--- config.mk ---
export PLATFORM = sky130hd
export DESIGN_NAME = alu_arbiter_ctrl
export DESIGN_NICKNAME = d
export VERILOG_FILES = /design/src/rtl/alu_pkg.sv /design/src/rtl/alu_rr_arb2.sv /design/src/rtl/alu_arbiter_ctrl.sv
export SDC_FILE = /design/constraint.sdc
export NUM_CORES = 1
export LEC_CHECK = 0
export ABC_AREA = 1
export CAP_MARGIN = 0
export CORE_AREA = 2 2 76 78
export DETAILED_ROUTE_END_ITERATION = 10
export DIE_AREA = 0 0 78 80
export DONT_BUFFER_PORTS = 1
export MAX_ROUTING_LAYER = met4
export PLACE_DENSITY = 0.73
export SYNTH_ARGS = -nofsm -noshare
export SYNTH_HDL_FRONTEND = slang
export SYNTH_SLANG_ARGS = --single-unit
--- constraint.sdc ---
create_clock -name clk -period 2.6 [get_ports clk]
set_clock_uncertainty 0.15 [all_clocks]
set_input_delay 0.26 -clock clk [delete_from_list [all_inputs] [get_ports clk]]
set_output_delay 0.26 -clock clk [all_outputs]
set_load 0.02 [all_outputs]
--- src/rtl/alu_pkg.sv ---
// Shared definitions for the ALU arbiter: opcode encodings, controller states and
// per-opcode hold time.
package alu_pkg;

    localparam logic [4:0] OP_ADD = 5'b00000;
    localparam logic [4:0] OP_SUB = 5'b00001;
    localparam logic [4:0] OP_MUL = 5'b00010;
    localparam logic [4:0] OP_DIV = 5'b00011;
    localparam logic [4:0] OP_AND = 5'b00100;
    localparam logic [4:0] OP_OR  = 5'b00101;
    localparam logic [4:0] OP_NOT = 5'b00110;
    localparam logic [4:0] OP_FFT = 5'b00111;
    localparam logic [4:0] OP_ENC = 5'b01000;
    localparam logic [4:0] OP_DEC = 5'b01001;

    typedef enum logic [1:0] {
        StIdle = 2'd0,
        StExec = 2'd1,
        StResp = 2'd2
    } state_e;

    function automatic logic op_reserved(input logic [4:0] op);
        logic r;
        case (op)
            OP_ADD, OP_SUB, OP_MUL, OP_DIV, OP_AND,
            OP_OR, OP_NOT, OP_FFT, OP_ENC, OP_DEC: r = 1'b0;
            default:                               r = 1'b1;
        endcase
        return r;
    endfunction

    // Number of cycles the ALU inputs stay registered before the result is sampled.
    function automatic int unsigned op_hold_cycles(input logic [4:0] op,
                                                   input int unsigned mul_lat,
                                                   input int unsigned div_lat);
        int unsigned l;
        case (op)
            OP_MUL:  l = mul_lat;
            OP_DIV:  l = div_lat;
            default: l = 1;
        endcase
        return l;
    endfunction

endpackage

--- src/rtl/alu_rr_arb2.sv ---
// Two-way round-robin grant: a lone requester wins, a tie goes to the one not granted last.
module alu_rr_arb2 (
    input  logic [1:0] req_valid,
    input  logic       last_grant,
    output logic [1:0] grant
);

    always_comb begin
        grant = 2'b00;
        unique case (req_valid)
            2'b01:   grant = 2'b01;
            2'b10:   grant = 2'b10;
            2'b11:   grant = last_grant ? 2'b01 : 2'b10;
            default: grant = 2'b00;
        endcase
    end

endmodule

--- src/rtl/alu_arbiter_ctrl.sv ---
// Shares one combinational ALU between the core (port 0) and the coprocessor (port 1),
// holding operands for multicycle ops and returning results over valid/ready.
module alu_arbiter_ctrl
    import alu_pkg::*;
#(
    parameter int unsigned WIDTH   = 19,
    parameter int unsigned MUL_LAT = 2,
    parameter int unsigned DIV_LAT = 4
) (
    input  logic             clk,
    input  logic             rst,
    input  logic [1:0]       req_valid,
    output logic [1:0]       req_ready,
    input  logic [4:0]       req_op0,
    input  logic [4:0]       req_op1,
    input  logic [WIDTH-1:0] req_a0,
    input  logic [WIDTH-1:0] req_a1,
    input  logic [WIDTH-1:0] req_b0,
    input  logic [WIDTH-1:0] req_b1,
    output logic [WIDTH-1:0] alu_a,
    output logic [WIDTH-1:0] alu_b,
    output logic [4:0]       alu_ctrl,
    input  logic [WIDTH-1:0] alu_result,
    input  logic             alu_negative,
    output logic [1:0]       rsp_valid,
    input  logic [1:0]       rsp_ready,
    output logic [WIDTH-1:0] rsp_data,
    output logic             rsp_neg,
    output logic             rsp_err,
    output logic             busy
);

    localparam int unsigned MaxLat = (MUL_LAT > DIV_LAT) ? MUL_LAT : DIV_LAT;
    localparam int unsigned CntW   = $clog2(MaxLat + 1);

    state_e            state_q, state_d;
    logic              last_grant_q, last_grant_d;
    logic              owner_q, owner_d;
    logic [CntW-1:0]   cnt_q, cnt_d;
    logic [WIDTH-1:0]  alu_a_q, alu_a_d, alu_b_q, alu_b_d;
    logic [4:0]        alu_ctrl_q, alu_ctrl_d;
    logic [1:0]        rsp_valid_q, rsp_valid_d;
    logic [WIDTH-1:0]  rsp_data_q, rsp_data_d;
    logic              rsp_neg_q, rsp_neg_d;
    logic              rsp_err_q, rsp_err_d;

    logic [1:0]        grant;
    logic [4:0]        sel_op;
    logic [WIDTH-1:0]  sel_a, sel_b;
    logic              reserved;

    alu_rr_arb2 u_arb (
        .req_valid  (req_valid),
        .last_grant (last_grant_q),
        .grant      (grant)
    );

    assign sel_op   = grant[1] ? req_op1 : req_op0;
    assign sel_a    = grant[1] ? req_a1  : req_a0;
    assign sel_b    = grant[1] ? req_b1  : req_b0;
    assign reserved = op_reserved(alu_ctrl_q);

    // Combinational valid->ready; only offered while idle.
    assign req_ready = (state_q == StIdle) ? (req_valid & grant) : 2'b00;

    always_comb begin
        state_d      = state_q;
        last_grant_d = last_grant_q;
        owner_d      = owner_q;
        cnt_d        = cnt_q;
        alu_a_d      = alu_a_q;
        alu_b_d      = alu_b_q;
        alu_ctrl_d   = alu_ctrl_q;
        rsp_valid_d  = rsp_valid_q;
        rsp_data_d   = rsp_data_q;
        rsp_neg_d    = rsp_neg_q;
        rsp_err_d    = rsp_err_q;

        unique case (state_q)
            StIdle: begin
                if (|req_ready) begin
                    owner_d      = grant[1];
                    last_grant_d = grant[1];
                    alu_ctrl_d   = sel_op;
                    alu_a_d      = sel_a;
                    alu_b_d      = sel_b;
                    cnt_d        = CntW'(op_hold_cycles(sel_op, MUL_LAT, DIV_LAT) - 1);
                    state_d      = StExec;
                end
            end
            StExec: begin
                if (cnt_q == '0) begin
                    // Reserved opcodes report an error with a clean zero result.
                    rsp_data_d  = reserved ? '0 : alu_result;
                    rsp_neg_d   = reserved ? 1'b0 : alu_negative;
                    rsp_err_d   = reserved | ((alu_ctrl_q == OP_DIV) && (alu_b_q == '0));
                    rsp_valid_d = owner_q ? 2'b10 : 2'b01;
                    state_d     = StResp;
                end else begin
                    cnt_d = cnt_q - 1'b1;
                end
            end
            StResp: begin
                if (rsp_ready[owner_q]) begin
                    rsp_valid_d = 2'b00;
                    state_d     = StIdle;
                end
            end
            default: state_d = StIdle;
        endcase
    end

    always_ff @(posedge clk) begin
        if (rst) begin
            state_q      <= StIdle;
            last_grant_q <= 1'b1;
            owner_q      <= 1'b0;
            cnt_q        <= '0;
            alu_a_q      <= '0;
            alu_b_q      <= '0;
            alu_ctrl_q   <= '0;
            rsp_valid_q  <= 2'b00;
            rsp_data_q   <= '0;
            rsp_neg_q    <= 1'b0;
            rsp_err_q    <= 1'b0;
        end else begin
            state_q      <= state_d;
            last_grant_q <= last_grant_d;
            owner_q      <= owner_d;
            cnt_q        <= cnt_d;
            alu_a_q      <= alu_a_d;
            alu_b_q      <= alu_b_d;
            alu_ctrl_q   <= alu_ctrl_d;
            rsp_valid_q  <= rsp_valid_d;
            rsp_data_q   <= rsp_data_d;
            rsp_neg_q    <= rsp_neg_d;
            rsp_err_q    <= rsp_err_d;
        end
    end

    assign alu_a     = alu_a_q;
    assign alu_b     = alu_b_q;
    assign alu_ctrl  = alu_ctrl_q;
    assign rsp_valid = rsp_valid_q;
    assign rsp_data  = rsp_data_q;
    assign rsp_neg   = rsp_neg_q;
    assign rsp_err   = rsp_err_q;
    assign busy      = (state_q != StIdle);

endmodule

==> flow_summary_export.csv, run 1 <==
group,metric,value,unit
run_status,status,"stopped before the end",
run_status,failed_stage,"4_1_cts",
run_status,firstError,"[ERROR RSZ-0060] Max buffer count reached.",
synthesis,syn_nets,536,
placed_design,portBuffers,0,
clock_network,ctsResizeCount,0,
synthesis,synthDominantCellAreaShare,0.474,
clock_network,post-cts-setup-buffers,0,
floorplan,die_x,78,µm
clock_network,cts_sinks,74,
floorplan,io_pins,181,
synthesis,syn-cell-area,3130,µm²
placed_design,gp_congestion,0.883,
floorplan,num_rows,27,
floorplan,start_util,0.578,
clock_network,clock_path_buffers,2,
synthesis,yosysSeqAreaShare,0.474,
synthesis,synthCells,423,
clock_network,cts_buffers,9,
clock_network,cts_root_buf,"clkbuf_8",
synthesis,avgSynthCellArea,7.39,µm²
floorplan,fp.dieH,80,µm
synthesis,ys_types,27,
synthesis,yosysTopAreaCell,"dfxtp_1",
clock_network,cts_hold_buf,101,
synthesis,ys_ff_latch,74,
synthesis,synth.yosys.warnings,0,
placed_design,dp_hpwl,5.64,mm
synthesis,synth.area.top_cells,"dfxtp_1 (47%), nand2_1 (17%), a31oi_1 (8.0%)",
clock_network,cts.htree.levels,3,
==> through the flow <==
stage	cell area [µm²]	cells	util	worst slack [ns]
after floorplan	3130	423	-	0.984
after detailed placement	3140	474	0.580	0.382
after global placement	3140	474	0.580	0.419
==> logic make-up after synthesis <==
logic type / share of synthesized area
buffers and inverters: 0.0677
and+or+nand+nor: 0.245
muxes: 0.00320
DFF: 0.474
AOI/OAI and AO/OA: 0.207
adders and majority gates: 0.00400
==> cells in the mapped netlist, drive strengths merged <==
cell type	instances
nand2	141
nand3	10
nor4	4
a31oi	40
inv	19
nor3	3
mux2i	1
ha	1
or2	2
and2	1
nand4	1
nor2	20
nand3b	1
a22oi	4
o21ai	45
buf	17
a21oi	25
dfxtp	74
o211ai	2
clkbuf	12
==> inputs of run 2 (changes only) <==
- CORE_AREA: 2 2 76 78 -> 2 2 92 94
- DIE_AREA: 0 0 78 80 -> 0 0 94 96
- MAX_ROUTING_LAYER: met4 -> not set
- PLACE_DENSITY: 0.73 -> not set
- PLACE_DENSITY_LB_ADDON: not set -> 0.15
==> flow_summary_export.csv, run 2 <==
group,metric,value,unit
synthesis,synth-async-reset-ratio,0,
routing,drt_iter0_markers,118,
grt,grt_pass1_wl,15.0,mm
worst_setup_path,slowest_stage,"dlygate4sd3_1",
timing,max_slew_margin,0.426,
flow_run,maxCapViolCount,0,
synthesis,avgSynthCellArea,7.39,µm²
synthesis,yosysTopAreaCell,"dfxtp_1",
min_path,hold_start,"req_valid[0]",
worst_setup_path,crit_path_frequent_cell,"nor2_4",
power,worst_ir_drop_vdd,420,µV
placed_design,portBuffers,0,
finish,syn_to_final_growth,43.7,%
timing,slew_violations,0,
clock_network,cts.htree.levels,3,
finish,nets,629,
synthesis,syn_nets,536,
clock_network,clock_path_buffers,2,
finish,layout_common_cells,"nand2_1 (139), dlygate4sd3_1 (103), dfxtp_1 (74), o21ai_0 (45), a31oi_1 (40)",
worst_setup_path,r2r_end,"alu_a[5]",
finish,layout_commonest_cell,"nand2_1",
placed_design,dp_slack,0.511,ns
floorplan,die_area,9020,µm²
synthesis,ys_types,27,
routing,viasPerCell,5.22,
clock_network,tritoncts,"built",
finish,drive_gt1_frac,0.0614,
min_path,hold_path_class,"primary input to register",
timing,setup_viol,0,
routing,drtAntennaViolNets,0,
worst_setup_path,cp.arrival,2.52,ns
timing,tightestPinTransition,0.858,ns
run_status,status,"completed",
worst_setup_path,critical_path_required,2.73,ns
clock_network,clk_pin_slew,0.08,ns
synthesis,synthCells,423,
worst_setup_path,ff2ff_setup_slack,0.21,ns
timing,hold_violations,0,
timing,setup_slack,0.210,ns
synthesis,yosysMostFrequentCell,"nand2_1",
worst_setup_path,ff2ff_path_depth,9,
synthesis,synth.yosys.warnings,0,
finish,num_antenna_cells,0,
clock_network,cts_sinks,74,
routing,vias,3270,
synthesis,synth.cells.most_frequent,"nand2_1 (139), dfxtp_1 (74), o21ai_0 (45)",
min_path,holdPathEnd,"owner_q",
synthesis,synthFlopType,"dfxtp_1",
timing,rsz0062_at_grt,"false",
timing,fmax,418,MHz
grt,antenna_found_initial,0,
timing,fin_crit_sh,0.919,
worst_setup_path,cp_top_family,"buffers and inverters",
grt,grtUsageTotal,0.215,
floorplan,num_rows,33,
min_path,min_path_cells,3,
worst_setup_path,start_kind,"register",
floorplan,io_pins,181,
clock_network,cts_root_buf,"clkbuf_8",
grt,grt_pass1_vias,3155,
routing,drc,0,
worst_setup_path,r2r-start,"state_q[0]",
placed_design,dp_hpwl,6.01,mm
worst_setup_path,worstPathMaxFanout,43,
routing,routedWlPerCell,15.8,µm
placed_design,gp_congestion,0.759,
floorplan,die_x,94,µm
timing,period_minus_slack,2.39,ns
worst_setup_path,cp.buffers_inverters,4,
synthesis,syn-cell-area,3130,µm²
floorplan,start_util,0.388,
floorplan,fp.dieH,96,µm
worst_setup_path,path_class,"register to register",
clock_network,insertion_delay,0.35,ns
worst_setup_path,crit_path_end_kind,"register",
grt,grt_max_degree,87,
timing,setup_tns,0,ns
worst_setup_path,path_cells,"nor2_1 > inv_1 > nor2_4 > nor2_4 > inv_2 > buf_16 > o21ai_0 > a31oi_1 > dlygate4sd3_1",
grt,grt_remaining_overflow,0,
synthesis,synth_edf_count,0,
power,p_per_area,819,nW/µm²
synthesis,yosysSeqAreaShare,0.474,
routing,first_pass_iters,4,
power,finalPower,0.00368,W
routing,wl,9.91,mm
synthesis,ys_ff_latch,74,
synthesis,synth.area.top_cells,"dfxtp_1 (47%), nand2_1 (17%), a31oi_1 (8.0%)",
synthesis,synthDominantCellAreaShare,0.474,
clock_network,cts_buffers,9,
worst_setup_path,crit_path_max_incr_delay,0.58,ns
power,leakage,1.89,nW
floorplan,core_area,8050,µm²
-- run 2: cell counts after synthesis --
Identical to the previous run, type by type.
-- run 2: power breakdown --
part | internal [W] | switching, W
Clock | 0.000618 | 0.000431
Combinational | 0.000445 | 0.000487
Sequential | 0.00133 | 0.000364
-- run 2: tightest hold or removal path, cell delays in order --
cell	delay (ns)
nand2_1	0.12
nand2_1	0.09
a21oi_1	0.06
-- run 2: area by class of cell --
class | instances | area [µm²]
Fill cell | 704 | 3560
Sequential cell | 74 | 1480
Multi-Input combinational cell | 301 | 1440
Timing Repair Buffer | 111 | 1130
Clock buffer | 12 | 165
Tap cell | 105 | 131
Clock inverter | 4 | 72.6
Inverter | 19 | 71.3
-- run 2: through the flow --
stage                util  area, µm²  std cells  hold WS, ns
floorplan               -       3130        423        0.254
global placement    0.395       3180        506        0.182
detailed placement  0.395       3180        506        0.185
CTS                 0.553       4450        625       0.0424
global route        0.558       4490        626       0.0907
finish              0.558       4490        626       0.0726
-- run 2: timing repair --
| action | in CTS | in global routing |
|---|---|---|
| setup buffers | 0 | 0 |
| endpoints found under the setup margin | 0 | 33 |
| hold buffers | 103 | 0 |
| hold endpoints to repair | 64 | 0 |
| gates resized for setup | 0 | 2 |
-- run 2: kinds of logic (layout without fill, tap and decap cells) --
| family | Yosys count | count (layout) | synth area share |
|---|---|---|---|
| AND/OR/NAND/NOR | 183 | 183 | 0.245 |
| AO/OA/AOI/OAI | 116 | 116 | 0.207 |
| flip-flops | 74 | 74 | 0.474 |
| buffers and inverters | 48 | 146 | 0.0677 |
| adder cells (fa/ha/maj) | 1 | 1 | 0.00400 |
| multiplexers | 1 | 1 | 0.00320 |
-- run 2: worst max-delay path by stage --
stage | end | cells after the start | slack [ns] | startpoint
finish | alu_a[5] | 9 | 0.21 | state_q[0]
global placement | cnt_q[2] | 13 | 0.55 | last_grant_q
detailed placement | cnt_q[2] | 13 | 0.51 | last_grant_q
global route | alu_a[16] | 10 | 0.04 | last_grant_q
CTS | alu_a[12] | 10 | 0.11 | last_grant_q
floorplan | cnt_q[2] | 15 | 0.98 | last_grant_q
-- run 2: routing by layer --
metal,share of wire,global-route usage,vias up
li1,-,-,1606
met1,0.39,0.233,1496
met2,0.50,0.382,155
met3,0.086,0.0697,13
met4,0.015,0.103,0
met5,0,0,-
Note: power is estimated with default switching activity, not from simulation.
==> variant 1: new RTL, config.mk and constraints of run 2 <==
The parameter `DIV_LAT` goes from 4 to 2.
--- a/src/rtl/alu_arbiter_ctrl.sv
+++ b/src/rtl/alu_arbiter_ctrl.sv
@@ -5,7 +5,7 @@
 #(
     parameter int unsigned WIDTH   = 19,
     parameter int unsigned MUL_LAT = 2,
-    parameter int unsigned DIV_LAT = 4
+    parameter int unsigned DIV_LAT = 2
 ) (
     input  logic             clk,
     input  logic             rst,
Formal check against the unedited RTL: not equivalent (a bounded check fails within 4 cycles, from zero or initial values and one cycle with rst high).
==> variant 1 against run 2 <==
  * Synthesized area is 3.5% higher
  * The flow now stops in clock tree synthesis (4_1_cts)
==> variant 1: results (changes against run 2) <==
| Metric | Value |
|---|---|
| Netlist cell types | 31 (+15%) |
| Port Buffers | 0 (unchanged) |
| TritonCTS Buffers | 9 (unchanged) |
| Post CTS Setup Buffer Count | 0 (unchanged) |
| CTS sink cnt | 73 (-1.4%) |
| Status | stopped before the end |
| # hold bufs at CTS | 103 (unchanged) |
| YS warnings | 0 (unchanged) |
| Ys async rst share | 0 (unchanged) |
| H-Tree Depth | 3 (unchanged) |
| Routability cong. | 0.706 (-7.1%) |
| CTS root buf | clkbuf_8 |
| Seq/Total Area, Yosys | 0.452 (-0.0223) |
| Dpl hpwl | 5610 µm (-6.6%) |
| Syn_nets | 533 (-0.56%) |
| Last stage | clock tree synthesis (4_1_cts) |
| Gates resized, CTS repair | 0 (unchanged) |
| Top cells by area, synth | dfxtp_1 (45%), nand2_1 (10%), a31oi_1 (7.7%) |
| Run Error | [ERROR RSZ-0060] Max buffer count reached. |
| Max Root-Sink Buffers | 2 (unchanged) |
| Synth top cells by count | nand2_1 (89), dfxtp_1 (73), nand3_1 (50) |
## variant 1: cell count changes after synthesis, sizes merged, moves of 2 or more
cell and change:
o21ai -2, nand3 +40, nand2 -41, nor4 -2, nand4 +4, inv +8, nor2 -8, clkbuf +4
## variant 1: logic make-up after synthesis
| group | count (synthesis) | share of synthesized area |
|---|---|---|
| buf+inv | 61 | 0.0897 |
| compound gates | 113 | 0.209 |
| flops | 73 | 0.452 |
| simple gates | 174 | 0.249 |
## variant 1: metrics by stage
stage	hold WS [ns]	setup slack (ns)	std cells	utilization	cell area [µm²]
floorplan	0.244	1.22	421	-	3240
global placement	0.176	1.01	499	0.402	3240
detailed placement	0.176	0.985	499	0.402	3240
==> variant 2: new RTL, config.mk and constraints of run 2 <==
Made on the original files. Re-encode `state_e` (3 states) as one-hot, 3 bits wide.
--- a/src/rtl/alu_pkg.sv
+++ b/src/rtl/alu_pkg.sv
@@ -13,10 +13,10 @@
     localparam logic [4:0] OP_ENC = 5'b01000;
     localparam logic [4:0] OP_DEC = 5'b01001;
 
-    typedef enum logic [1:0] {
-        StIdle = 2'd0,
-        StExec = 2'd1,
-        StResp = 2'd2
+    typedef enum logic [2:0] {
+        StIdle = 3'b001,
+        StExec = 3'b010,
+        StResp = 3'b100
     } state_e;
 
     function automatic logic op_reserved(input logic [4:0] op);
Formal check against the unedited RTL: no difference found for any inputs over 10 cycles, from zero or initial values and one cycle with rst high; not proved beyond that.
==> variant 2 against run 2 <==
  * Maximum frequency up 3.6%
  * Worst setup slack improved by 0.082 ns
  * Synthesized area grew 2.2%
  * Wire length down 0.17%
  * Power down 1.5%
  * Sequential share of layout area is 0.48 points higher
  * Sequential cell count up 1
  * Cell area fell by 0.11%
  * Largest power group unchanged
==> variant 2: results (changes against run 2) <==
| Metric | Value |
|---|---|
| Via count | 3277 (+0.21%) |
| Critical Path Max Stage Delay | 0.56 ns (-0.02 ns) |
| Top cells by area, synth | dfxtp_1 (47%), nand2_1 (15%), a31oi_1 (7.8%) |
| WHS Path Cells | 2 (-1) |
| Routed wire length | 9890 µm (-0.17%) |
| Syn_area_per_cell | 7.57 µm² (+2.4%) |
| Layout Cells excl Fill | 619 (-1.1%) |
| Routability cong. | 0.777 (+2.3%) |
| DR WL met3 | 825 µm (-3.2%) |
| Adder-Cell Fraction of Synth Area | 0.00392 (-0.0000847) |
| Total global-route track usage | 0.211 (-0.00450) |
| Met3 Use GR | 0.0650 (-0.00470) |
| Netlist cell types | 35 (+30%) |
| WL met1 | 3870 µm (-1.0%) |
| DR WL met2 | 4960 µm (-0.70%) |
| Met2 usage | 0.368 (-0.0131) |
| Layout cells sized above 1 | 0.0681 (+0.00667) |
| Worst-path fanout max | 45 (+4.7%) |
| Hold wc startpoint | rst |
| Maximum vdd drop | 0.369 mV (-12%) |
| Drt initial violations | 111 (-5.9%) |
| # hold bufs at CTS | 100 (-2.9%) |
| Largest net degree at the start of global routing | 46 (-47%) |
| Status | finished, final reports clean |
| Worst-margin pin slew | 0.423 ns (-0.434 ns) |
| First-pass GRT wire length | 14900 µm (-0.87%) |
| Drt first pass iters | 5 (+1) |
| Dpl cells | 504 (-0.40%) |
| RR Startpoint | last_grant_q$_SDFFE_PP1N_ |
| M1 GR Usage | 0.234 (+0.000887) |
| Synth top cells by count | nand2_1 (131), dfxtp_1 (75), a31oi_1 (40) |
## variant 2: where the power goes
part / switching (µW) / total [µW] / internal [µW]
clock: 411 / 1040 / 631
combinational: 472 / 851 / 379
sequential: 383 / 1730 / 1350
## variant 2: final timing paths
path	slack, ns	endpoint
min reg2reg	0.32	last_grant_q$_SDFFE_PP1N_
min	0.03	rsp_data[15]$_SDFFE_PP0P_
max	0.29	alu_a[6]$_SDFFE_PP0N_
max reg2reg	0.29	alu_a[6]$_SDFFE_PP0N_
## variant 2: metrics by stage
step	total power [µW]	setup WS, ns	cell area (µm²)
global placement	2380	0.479	3230
detailed placement	2400	0.390	3230
global route	3840	0.0941	4490
finish	3630	0.292	4490
CTS	3640	0.180	4470
floorplan	2260	0.869	3190
## variant 2: area by class of cell
type,count,area (µm²)
Clock inverter,5,103
Multi-Input combinational cell,298,1480
Clock buffer,10,128
Inverter,21,78.8
Fill cell,740,3560
Tap cell,105,131
Timing Repair Buffer,105,1060
Sequential cell,75,1500
